$ cat src/rtl/prog_loader.sv
// Boot loader: streams a program/data image over valid/ready into the unified
// memory from address 0, optionally zero-fills the remainder, then releases the core.
module prog_loader #(
  parameter int DEPTH     = 32,
  parameter int ADDR_W    = 5,
  parameter int DATA_W    = 32,
  parameter bit ZERO_FILL = 1'b1
) (
  input  logic              clk,
  input  logic              reset,
  input  logic              load_req,
  input  logic              in_valid,
  output logic              in_ready,
  input  logic [DATA_W-1:0] in_data,
  input  logic              in_last,
  output logic              mem_we,
  output logic [ADDR_W-1:0] mem_addr,
  output logic [DATA_W-1:0] mem_wdata,
  output logic              core_run,
  output logic [ADDR_W:0]   words_loaded,
  output logic              trunc
);

  typedef enum logic [1:0] {IDLE, LOAD, FILL, DONE} state_t;

  localparam logic [ADDR_W-1:0] LAST_ADDR = ADDR_W'(DEPTH - 1);

  state_t            state;
  logic [ADDR_W-1:0] wr_ptr;
  logic              xfer;
  logic              at_last_addr;

  // Ready is a pure function of state so upstream never sees a valid->ready loop.
  assign in_ready     = (state == LOAD);
  assign xfer         = in_valid && in_ready;
  assign at_last_addr = (wr_ptr == LAST_ADDR);

  always_ff @(posedge clk) begin
    if (reset) begin
      state        <= IDLE;
      wr_ptr       <= '0;
      mem_we       <= 1'b0;
      mem_addr     <= '0;
      mem_wdata    <= '0;
      core_run     <= 1'b0;
      words_loaded <= '0;
      trunc        <= 1'b0;
    end else begin
      case (state)
        IDLE: begin
          mem_we <= 1'b0;
          if (load_req) begin
            state        <= LOAD;
            wr_ptr       <= '0;
            words_loaded <= '0;
            trunc        <= 1'b0;
          end
        end
        LOAD: begin
          mem_we <= xfer;
          if (xfer) begin
            mem_addr     <= wr_ptr;
            mem_wdata    <= in_data;
            words_loaded <= words_loaded + (ADDR_W + 1)'(1);
            // The pointer parks on the top address so it never wraps.
            if (!at_last_addr)
              wr_ptr <= wr_ptr + ADDR_W'(1);
            if (at_last_addr && !in_last)
              trunc <= 1'b1;
            if (in_last || at_last_addr)
              state <= (ZERO_FILL && !at_last_addr) ? FILL : DONE;
          end
        end
        FILL: begin
          mem_we    <= 1'b1;
          mem_addr  <= wr_ptr;
          mem_wdata <= '0;
          if (at_last_addr)
            state <= DONE;
          else
            wr_ptr <= wr_ptr + ADDR_W'(1);
        end
        DONE: begin
          mem_we <= 1'b0;
          // core_run trails the final write by a cycle so memory is settled at fetch.
          if (load_req) begin
            state        <= LOAD;
            core_run     <= 1'b0;
            wr_ptr       <= '0;
            words_loaded <= '0;
            trunc        <= 1'b0;
          end else begin
            core_run <= 1'b1;
          end
        end
        default: state <= IDLE;
      endcase
    end
  end

endmodule

$ cat config.mk
export PLATFORM = sky130hd
export DESIGN_NAME = prog_loader
export DESIGN_NICKNAME = d
export VERILOG_FILES = /design/src/rtl/prog_loader.sv
export SDC_FILE = /design/constraint.sdc
export NUM_CORES = 1
export LEC_CHECK = 0
export BUFFER_PORTS_ARGS = -buffer_cell sky130_fd_sc_hd__buf_2
export CAP_MARGIN = 5
export CORE_MARGIN = 4
export CORE_UTILIZATION = 42
export CTS_BUF_LIST = sky130_fd_sc_hd__clkbuf_8
export DETAILED_ROUTE_END_ITERATION = 8
export GPL_TIMING_DRIVEN = 0
export PLACE_DENSITY_LB_ADDON = 0.08
export SKIP_LAST_GASP = 1
export SYNTH_ARGS = -nofsm -noshare
export SYNTH_HDL_FRONTEND = slang
export SYNTH_SLANG_ARGS = --single-unit
$ cat constraint.sdc
create_clock -name clk -period 2.1 [get_ports clk]
set_input_delay 0 -clock clk [delete_from_list [all_inputs] [get_ports clk]]
set_output_delay 0 -clock clk [all_outputs]
set_load 0.1 [all_outputs]
# Yosys cells after proc, flatten, opt, wreduce, memory -nomap -nowiden
# Index checks and enable logic that the tools add are counted.
# Widths: inputs -> output; s select.
# totals
regBits	53
out_inout_bits	47
input_bits	37
# op_classes
eq_ne	9
n_reduce_logical	13
muxes	23
addsub	2
# ops
op	n
$pmux 32 s2	1
$mux 32	1
$mux 5	4
$pmux 5 s3	1
$mux 6	2
$pmux 6 s2	1
$pmux 5 s2	1
$mux 2	4
$ne 2x1->1 const B	4
$reduce_and 4->1	2
$add 6x1->6 const B	1
$pmux 2 s3	1
$add 5x1->5 const B	1
$eq 5x5->1 const B	1
$mux 1	5
$eq 2x2->1 const B	2
$reduce_and 2->1	2
$reduce_bool 2->1	2
$pmux 1 s3	1
$reduce_and 3->1	1
$eq 2x1->1 const B	1
$logic_and 1x1->1	2
$logic_not 2->1	1
$ne 2x2->1 const B	1
other kinds (4)	4

# Depth between registers and ports, before layout
# Gate-level depths: netlist of the first run.
# logic_depth
depth_word	5
depth_mapped	8
ltp_nobuf	7

# Worst setup path after synthesis of the first run
# OpenSTA, ideal clock, no wires.
# synth_timing
path_kind	register to register
start	reg state[1]
end	reg words_loaded[3]
arrival_ns	2.441
synth_period_minus_slack_ns	2.504
path_buffers	2
path_slack_ns	-0.404
t_required_ns	2.037
setup_ns	0.063
path_stages_with_launch	9
cell_sequence	dfxtp_1 -> inv_1 -> ha_1 -> buf_4 -> nand2b_1 -> buf_6 -> a21o_1 -> or4_1 -> nand2_1
# synth_between
elab_chain_cells	4
elab_cells_between_ends	10
cone_classes	eq/ne: 4; mux: 1; reduce/logical: 5
# synth_lines
element	line	text
start, declared	28	state_t state;
start signal, assigned	71	state <= (ZERO_FILL && !at_last_addr) ? FILL : DONE;
$eq 2x1->1 *	34	assign in_ready = (state == LOAD);
net in_ready	13	output logic in_ready,
$logic_and 1x1->1	35	assign xfer = in_valid && in_ready;
$ne 2x1->1 (no source line)	--	
$reduce_and 3->1 (no source line)	--	
end signal, assigned	64	words_loaded <= words_loaded + (ADDR_W + 1)'(1);
end, declared	20	output logic [ADDR_W:0] words_loaded,
# The timed path passes the listed nets; every way through them passes the cells marked *.
# A chain may end at the register's enable or synchronous reset.

# Worst setup path after layout of the first run
# layout_timing
start	reg state[0]
end	reg words_loaded[4]
# layout_between
elab_chain_cells	4
elab_cells_between_ends	10
cone_classes	eq/ne: 4; mux: 1; reduce/logical: 5
# layout_lines
element	line	text
$eq 2x2->1 (tied with other cells)	49	case (state)
$reduce_or 2->1 (no source line) / $logic_and 1x1->1 (equally long branches)	--	
$ne 2x1->1 (no source line) / $reduce_bool 2->1 (equally long branches)	--	
$reduce_and 3->1 (no source line)	--	
# Several ways; a longest one is shown, not always the timed one.

==> results of run 1 <==
layer usage:
metal	up-vias	part of all wire
met5	-	0
met4	0	0.015
met3	10	0.059
met2	52	0.50
met1	943	0.43
li1	1038	-
placed cells by master, fill, tap and decap left out, drive strengths merged, types with 2 or more instances in the layout:
cell	Yosys	routed
buf	4	87
dfxtp	53	53
nor2	49	49
dlygate4sd3	0	33
a22oi	32	32
clkbuf	11	15
nand2	8	8
mux2i	8	8
a21oi	7	7
ha	7	7
o211ai	5	5
o21ai	5	5
inv	4	4
nand2b	3	3
or4	3	3
nand4	3	3
and3	2	2
nand3	2	2
xor2	2	2
nor4b	2	2
or3	2	2
bufinv	0	2
final cells by class:
| class | instances | area (um^2) |
|---|---|---|
| fill | 427 | 1680 |
| buffer | 14 | 70.1 |
| clock buffer | 5 | 68.8 |
| inverter | 4 | 15.0 |
| clock inverter | 3 | 65.1 |
| timing repair buffer | 116 | 746 |
| multi-input combinational | 151 | 966 |
| sequential | 53 | 1060 |
| tap | 67 | 83.8 |
power by group through the flow:
stage	Clock, mW	Sequential, mW	Combinational (mW)
detailed placement	0	1.28	2.11
floorplan	0	2.07	0.974
finish	0.795	1.27	2.19
global placement	0	1.28	2.10
CTS	0.824	1.26	2.16
global route	0.858	1.29	2.35
worst paths after layout:
| kind | depth (start not counted) | start | to | slack, ns |
|---|---|---|---|---|
| worst min register to register | 1 | trunc | trunc | 0.48 |
| worst max-delay path | 7 | state[0] | words_loaded[4] | 0.11 |
| worst min-delay path | 3 | in_valid | mem_we | 0.02 |
| worst max register to register | 7 | state[0] | words_loaded[4] | 0.11 |
logic make-up (layout without fill, tap and decap cells):
kind of cell               Yosys count  count (layout)
AOI/OAI and AO/OA                   54              54
xor gates and xnor gates             2               2
adders and majority gates            7               7
buffers and inverters               19             142
DFF                                 53              53
muxes                                8               8
and+or+nand+nor                     80              80
metrics by stage:
stage / worst slack (ns) / cells / total power [mW] / hold WS (ns) / instance area [um^2]
2_1_floorplan: 0.109 / 223 / 3.05 / 0.0990 / 2100
3_3_place_gp: 0.0558 / 373 / 3.38 / 0.228 / 2600
3_5_place_dp: 0.0324 / 373 / 3.40 / 0.235 / 2600
4_1_cts: 0.00820 / 414 / 4.25 / 0.00560 / 3060
5_1_grt: -0.00630 / 413 / 4.50 / 0.0269 / 3080
6_report: 0.107 / 413 / 4.25 / 0.0190 / 3080
timing repair:
item / 4_1_cts / 5_1_grt
buffers inserted: 0 / 0
hold buffers: 33 / 0
endpoints found under the setup margin: 0 / 20
gates resized for setup: 0 / 11
endpoints found under the hold margin: 33 / 0
worst min-delay path, delay by kind of cell:
family / cells / cell delay (ns)
compound gates: 1 / 0.05
buf+inv: 1 / 0.14
simple gates: 1 / 0.08
flip-flops by register name, indices dropped and copies added, names as in the netlist:
register	cells
mem_we	1
mem_wdata	32
trunc	1
wr_ptr	5
state	2
words_loaded	6
mem_addr	5
core_run	1
cell usage after synthesis, drive strengths merged:
cell	count	area, um^2
inv	4	15.0
nor2	49	184
and2b	1	7.51
a22oi	32	240
and4	1	8.76
nor2b	1	6.26
nor4	1	6.26
o21ai	5	25.0
ha	7	87.6
nand4	3	18.8
a32o	1	10.0
or4	3	22.5
and3	2	12.5
mux2i	8	92.6
dfxtp	53	1060
nor4b	2	17.5
a31oi	1	6.26
clkbuf	11	41.3
or3	2	12.5
and2	1	6.26
nand2	8	30.0
a21o	1	7.51
nand2b	3	18.8
xor2	2	17.5
buf	4	27.5
a21oi	7	35.0
nand3	2	10.0
a211oi	1	7.51
a221oi	1	8.76
o211ai	5	37.5
or2	1	6.26
==> impl_results.md, run 1 <==
* Final Cycle Share at 0.949
* Internal cell power at 2.21 mW
* Power density over the cells at 1380 nW/um^2
* Met3 Use GR at 0.0493
* Inserted Clock Buffers at 5
* Row count at 25
* # port buffers at 83
* Fraction of layout cells with a size suffix above 1 at 0.298
* Post-layout nets at 389
* Slew @ Worst Pin at 0.504 ns
* Die height at 78.5 um
* Yosys warnings at 0
* Max VDD drop at 0.734 mV
* Final TNS setup at 0 ns
* Largest net degree at the start of global routing at 17
* Distinct cell type count after synthesis at 36
* First-pass GRT wire length at 8.98 mm
* Critical Path AT at 2.24 ns
* Status: finished clean
* WL per Instance at 13.0 um
* Clock Latency Late Sink at 0.30 ns
* Clock sinks at 53
* Clock tree from TritonCTS: built
* Die extent in x at 78.5 um
* Max cap viols at 0
* Static leakage power at 1.43 nW
* Synth Area in Simple Gates at 0.176
* Initial antenna violation count at 0
* Post-DP HPWL at 3.61 mm
* Drt via density at 4.95
* Fin crit period at 1.99 ns
* Boundary Pins at 84
* Endpoints failing hold at 0
* Crit end category: register
* WS Path Type: register to register
* Count of final max-slew check failures at 0
* Psw at 2.04 mW
* Mapped Area at 2090 um^2
* Fraction of power consumed by combinational cells at 0.515
* Cells after Synth at 223
* DRT iter0 DRCs at 113
* Reg power frac at 0.298
* GRT Total Usage at 0.178
* Clk slew on worst S/H paths at 0.09 ns
* Vias in the first global route at 1,986
* Buf/Inv on CP at 2
* Post-Synth XOR/XNOR Area at 0.00839
* Clock power share at 0.187
* DRT antenna net count at 0
* Main combinational cell family by area after synthesis: compound AO/OA/AOI/OAI gates
* Die ar. at 6160 um^2
* Adder-cell share of the synthesized area at 0.0419
* CORE AREA at 4750 um^2
* Relative slew slack at 0.666
* Crit-path leading delay family: simple AND/OR/NAND/NOR gates
* CTS Buffer Depth at 2
* Worst Path Required at 2.35 ns
* # setup viols final at 0
* Initial Util at 0.439
* Slowest stage delay, CP at 0.49 ns
* Total grt overflow at 0
* CP max FO at 10
* Chain of cells forming the critical path: inv_1 > ha_1 > buf_2 > and2_1 > a21o_4 > or4_1 > nand2_1
* Routed Wire Length at 5.38 mm
* Layout area overhead at 47.3%
* DRT Pass-1 Iters at 4
* Sequential area share after synthesis at 0.508
* H-tree depth at 2
* Met1 GRT Util at 0.211
* Skew final at 0.00554 ns
* Mapped Nets at 267
* GRT busiest layer: met2
* Proportion of synthesized area in mux cells at 0.0443
* Routability congestion estimate at 0.776
* CP Launch Type: register
* Met2 usage in global routing at 0.313
* Switching fraction of total power at 0.479
* Flop and latch count out of synthesis at 53
* # DRC at 0
* Compound-gate portion of the synthesized area at 0.181
* Fmax at 502 MHz
* Root Buffer: clkbuf_8
* Ant diodes at 0
* Layout Utilization at 0.647
* Worst Hold Class: primary input to register
* Vias at 2,043
* Syn avg cell area at 9.36 um^2
* Crit-path slowest cell: or4_1
Power figures use the tool's default switching activity.
==> inputs of run 2 (changes only) <==
PLACE_DENSITY = 0.71   (was default)
PLACE_DENSITY_LB_ADDON = default   (was 0.08)
==> impl_results.md, run 2 (synthesis results as in run 1) <==
* Status: finished clean
* RSZ-0062 raised after global routing: no
* # DRC at 0
* Psw at 2.05 mW
* Final Cycle Share at 0.928
* Max VDD drop at 0.676 mV
* Post-layout nets at 390
* WS Path Type: register to register
* CTS Buffer Depth at 2
* Vias in the first global route at 2,009
* CORE AREA at 4750 um^2
* Clk slew on worst S/H paths at 0.09 ns
* Inserted Clock Buffers at 5
* Routability congestion estimate at 0.748
* Top Registers: mem_wdata x32, words_loaded x6
* Initial Util at 0.439
* Critical Path AT at 2.20 ns
* Clock sinks at 53
* Layout Utilization at 0.642
* # port buffers at 83
* # setup viols final at 0
* Hold Crit Start: in_valid
* Power density over the cells at 1330 nW/um^2
* Fraction of power consumed by combinational cells at 0.542
* Skew final at 0.00281 ns
* Reg2reg setup slack at 0.15 ns
* Flip-flop count of the largest register after layout at 32
* Ant diodes at 0
* Most common library cell in the layout ignoring fill and taps: buf_2
* Largest Register: mem_wdata
* RR Endpoint: wr_ptr[3]
* Root Buffer: clkbuf_8
* Clock power share at 0.146
* Clock Latency Late Sink at 0.30 ns
* Die height at 78.5 um
* Max cap viols at 0
* Fraction of layout cells with a size suffix above 1 at 0.305
* Initial antenna violation count at 0
* Reg power frac at 0.312
* Fmax at 513 MHz
* Static leakage power at 1.43 nW
* # fillers at 409
* Worst Path Required at 2.35 ns
* CP Launch Type: register
* Relative slew slack at 0.670
* Slew @ Worst Pin at 0.499 ns
* Drt via density at 4.99
* DRT Pass-1 Iters at 4
* WL per Instance at 13.2 um
* CP max FO at 10
* DRT antenna net count at 0
* Die extent in x at 78.5 um
* Count of final max-slew check failures at 0
* Largest net degree at the start of global routing at 17
* Routed Wire Length at 5.46 mm
* Fin crit period at 1.95 ns
* Post-DP HPWL at 3.57 mm
* Most frequent cells in the layout: buf_2 (84), dfxtp_1 (52), nor2_1 (48), dlygate4sd3_1 (33), a22oi_1 (32)
* Total grt overflow at 0
* First-pass GRT wire length at 9.28 mm
* Die ar. at 6160 um^2
* Vias at 2,066
* Crit end category: register
* Layout area overhead at 46.2%
* H-tree depth at 2
* Worst Hold Class: primary input to register
* DRT iter0 DRCs at 131
* Final TNS setup at 0 ns
* Boundary Pins at 84
* RR Startpoint: state[0]
* Internal cell power at 2.02 mW
* Endpoints failing hold at 0
* R2R depth at 7
* Hold Path Depth at 3
* Hold worst-path end: mem_we
* GRT Total Usage at 0.187
* Row count at 25
* Clock tree from TritonCTS: built
* Switching fraction of total power at 0.503
[run 2: cell count changes in the layout (fill, tap and decap cells not counted)]
cell / before / now
and2_1: 1 / 0
and2_4: 0 / 1
buf_4: 1 / 2
bufinv_16: 2 / 0
clkbuf_1: 6 / 5
clkbuf_2: 4 / 5
clkbuf_8: 5 / 6
clkinv_4: 0 / 1
dfxtp_2: 1 / 0
dfxtp_4: 0 / 1
[run 2: routing by layer]
layer	share of wire	routed length, um	track usage
met5	0	0	0
met4	0.017	91	0.0699
met3	0.054	292	0.0447
met2	0.48	2640	0.308
met1	0.44	2430	0.236
[run 2: cell type report]
type	count	area, um^2	share of cell area
inverters	4	15.0	0.00492
flip-flops and latches	53	1060	0.349
well taps	67	83.8	0.0275
multi-input cells	151	968	0.317
repair buffers	117	753	0.247
clock buffers	6	82.6	0.0270
clock inverters	2	13.8	0.00451
plain buffers	14	71.3	0.0234
[run 2: what timing repair did]
action                                  in CTS  in global routing
endpoints found under the setup margin       2                 20
hold endpoints to repair                    33                  0
hold buffers                                33                  0
gates resized for setup                      1                 14
buffers inserted                             0                  1
pin swaps                                    0                  1
[run 2: metrics by stage]
stage | hold WS (ns) | total power [mW] | std cells | area [um^2] | worst slack, ns
floorplan | 0.0990 | 3.05 | 223 | 2100 | 0.109
global placement | 0.227 | 3.37 | 373 | 2600 | 0.0487
detailed placement | 0.231 | 3.40 | 373 | 2600 | 0.0268
CTS | 0.00206 | 4.06 | 414 | 3030 | 0.0601
global route | 0.0388 | 4.34 | 414 | 3050 | 0.0189
finish | 0.0108 | 4.07 | 414 | 3050 | 0.151
[run 2: worst max path at each step]
stage / slack [ns] / startpoint / to / cells after the start
after global placement: 0.05 / state[0] / words_loaded[3] / 7
after CTS: 0.06 / wr_ptr[0] / wr_ptr[3] / 8
after global routing: 0.02 / wr_ptr[0] / wr_ptr[3] / 7
after detailed placement: 0.03 / state[0] / words_loaded[3] / 7
final: 0.15 / state[0] / wr_ptr[3] / 7
after floorplan: 0.11 / state[1] / words_loaded[3] / 8
[run 2: worst max-delay path, stage by stage (launching register included)]
cell and delay [ns]:
dfxtp_4 0.38, inv_1 0.06, ha_1 0.28, buf_2 0.18
and2_4 0.17, a21o_4 0.24, or4_1 0.51, nand2_1 0.08
[run 2: power by group through the flow]
stage	registers (mW)	clock network, mW	logic (mW)
2_1_floorplan	2.07	0	0.974
3_3_place_gp	1.28	0	2.09
3_5_place_dp	1.28	0	2.12
4_1_cts	1.27	0.617	2.17
5_1_grt	1.30	0.662	2.38
6_report	1.27	0.594	2.21
==> inputs of run 3 (changes only) <==
ABC_AREA = 1   (was default)
==> impl_results.md, run 3 <==
* H-tree depth at 2
* Met1 GRT Util at 0.234
* DRT iter0 DRCs at 67
* Die extent in x at 79.4 um
* Vias in the first global route at 2,150
* Cts repair resizes at 0
* Routed Wire Length at 6.02 mm
* DRT antenna net count at 0
* Post-DP HPWL at 3.99 mm
* Ys async rst share at 0
* Commonest cells post-synth: nand2_1 (93), dfxtp_1 (53), a21oi_1 (46)
* Crit end category: register
* Clock tree from TritonCTS: built
* GRT Total Usage at 0.196
* Fin crit period at 1.70 ns
* # fillers at 439
* GRT busiest layer: met2
* Reg2reg setup slack at 0.40 ns
* Syn avg cell area at 7.42 um^2
* Top FF cell, synth: dfxtp_1
* Relative slew slack at 0.666
* CORE AREA at 4820 um^2
* Register area at 1060 um^2
* Cells after Synth at 289
* # setup viols final at 0
* Placed cell area at 2640 um^2
* Static leakage power at 1.42 nW
* Root Buffer: clkbuf_8
* First-pass GRT wire length at 9.80 mm
* Total grt overflow at 0
* Flop and latch count out of synthesis at 53
* Synth top area cells: dfxtp_1 (50%), nand2_1 (16%), a21oi_1 (11%)
* Most common library cell in the layout ignoring fill and taps: nand2_1
* Clock sinks at 53
* Critical Path AT at 1.91 ns
* Clk slew on worst S/H paths at 0.10 ns
* Max VDD drop at 0.703 mV
* Hold worst-path end: mem_we
* Largest Register: mem_wdata
* Status: finished clean
* Fraction of layout cells with a size suffix above 1 at 0.255
* Initial antenna violation count at 1
* Power density over the cells at 1390 nW/um^2
* Final TNS setup at 0 ns
* Sequential area share after synthesis at 0.495
* Most frequent cells in the layout: nand2_1 (93), buf_2 (84), dfxtp_1 (53), a21oi_1 (46), dlygate4sd3_1 (33)
* RSZ-0062 raised after global routing: no
* Fmax at 587 MHz
* R2R depth at 9
* Max cap viols at 0
* Initial Util at 0.445
* WS Path Type: register to register
* Met3 Use GR at 0.0621
* Boundary Pins at 84
* CTS Buffer Depth at 2
* Share of the synthesized area in the top cell type at 0.495
* Top Registers: mem_wdata x32, words_loaded x6
* CP Launch Type: register
* Post-route cell area at 3080 um^2
* Worst Path Required at 2.31 ns
* CP max FO at 6
* Hold Crit Start: in_valid
* Mapped Area at 2140 um^2
* Count of final max-slew check failures at 0
* Clock Latency Late Sink at 0.31 ns
* Inserted Clock Buffers at 5
* Slew @ Worst Pin at 0.504 ns
* Multi-input logic area at 952 um^2
* Row count at 25
* WL per Instance at 12.5 um
* Mapped Nets at 333
* Skew final at 0.00498 ns
* DRT Pass-1 Iters at 4
* # port buffers at 82
* Count leader, synth: nand2_1
* Final Cycle Share at 0.811
* Flip-flop count of the largest register after layout at 32
* Drt via density at 4.71
* RR Endpoint: wr_ptr[3]
* Routability congestion estimate at 0.808
* Met2 usage in global routing at 0.322
* Distinct cell type count after synthesis at 18
* Hold Path Depth at 3
* Yosys warnings at 0
* Die height at 79.4 um
* Post-layout nets at 455
* # DRC at 0
* Layout area overhead at 43.6%
* Vias at 2,261
* Number of synthesized flops with an enable pin at 0
* Synth area leader: dfxtp_1
* Largest net degree at the start of global routing at 17
* Power Total at 4.28 mW
* RR Startpoint: state[0]
* Die ar. at 6310 um^2
* Endpoints failing hold at 0
* Worst Hold Class: primary input to register
## run 3: cell count changes after synthesis, moves of 7 or more
| cell | delta |
|---|---|
| nand2_1 | +85 |
| a21oi_1 | +39 |
| a22oi_1 | -32 |
| nor2_1 | -23 |
| inv_1 | +13 |
| nand3_1 | +12 |
| o21ai_0 | +8 |
| clkbuf_1 | -7 |
| mux2i_1 | -7 |
## run 3: what timing repair did
action,4_1_cts,5_1_grt
hold endpoints to repair,33,0
setup buffers,0,0
hold buffers,33,0
endpoints found under the setup margin,0,0
## run 3: worst max-delay path, cell delays in order (launching register included)
cell     delay (ns)
dfxtp_1        0.41
inv_1          0.07
ha_1           0.38
inv_1          0.15
nand2_1        0.12
inv_1          0.06
nor2_2         0.20
nand3_1        0.09
nand2_1        0.07
nor2_1         0.04
## run 3: cell families after synthesis
| group | count (synthesis) | synth area share |
|---|---|---|
| compound gates | 58 | 0.135 |
| flops | 53 | 0.495 |
| buf+inv | 30 | 0.0619 |
| simple gates | 141 | 0.267 |
| fa+ha+maj | 7 | 0.0409 |
## run 3: routing by layer
metal / routed length [um] / part of all wire
met4: 180 / 0.030
met5: 0 / 0
met2: 2890 / 0.48
met1: 2570 / 0.43
met3: 379 / 0.063
## run 3: power by group
| group | switching [mW] | leakage (nW) | internal [mW] |
|---|---|---|---|
| logic | 1.86 | 0.939 | 0.483 |
| registers | 0.107 | 0.431 | 1.18 |
| clock network | 0.347 | 0.0549 | 0.305 |
## run 3: worst max-delay path by stage
stage                          from              end  slack (ns)
floorplan           words_loaded[0]  words_loaded[4]        0.26
global placement           state[0]  words_loaded[0]        0.45
detailed placement         state[0]  words_loaded[0]        0.41
CTS                        state[0]        wr_ptr[3]        0.40
global route               state[0]        wr_ptr[3]        0.24
finish                     state[0]        wr_ptr[3]        0.40
## run 3: area by class of cell
class | count | share of cell area
inverter | 19 | 0.0240
timing repair buffer | 115 | 0.241
multi-input combinational | 206 | 0.309
clock buffer | 7 | 0.0313
tap | 67 | 0.0272
sequential | 53 | 0.345
buffer | 11 | 0.0191
antenna | 1 | 0.000813
clock inverter | 1 | 0.00285
## run 3: per-stage QoR
step	util	worst slack (ns)	instances	hold WS (ns)
after floorplan	-	0.259	289	0.0939
after global placement	0.548	0.447	438	0.231
after detailed placement	0.548	0.411	438	0.238
after CTS	0.638	0.397	479	0.00686
after global routing	0.639	0.244	480	0.0233
final	0.639	0.397	480	0.00883
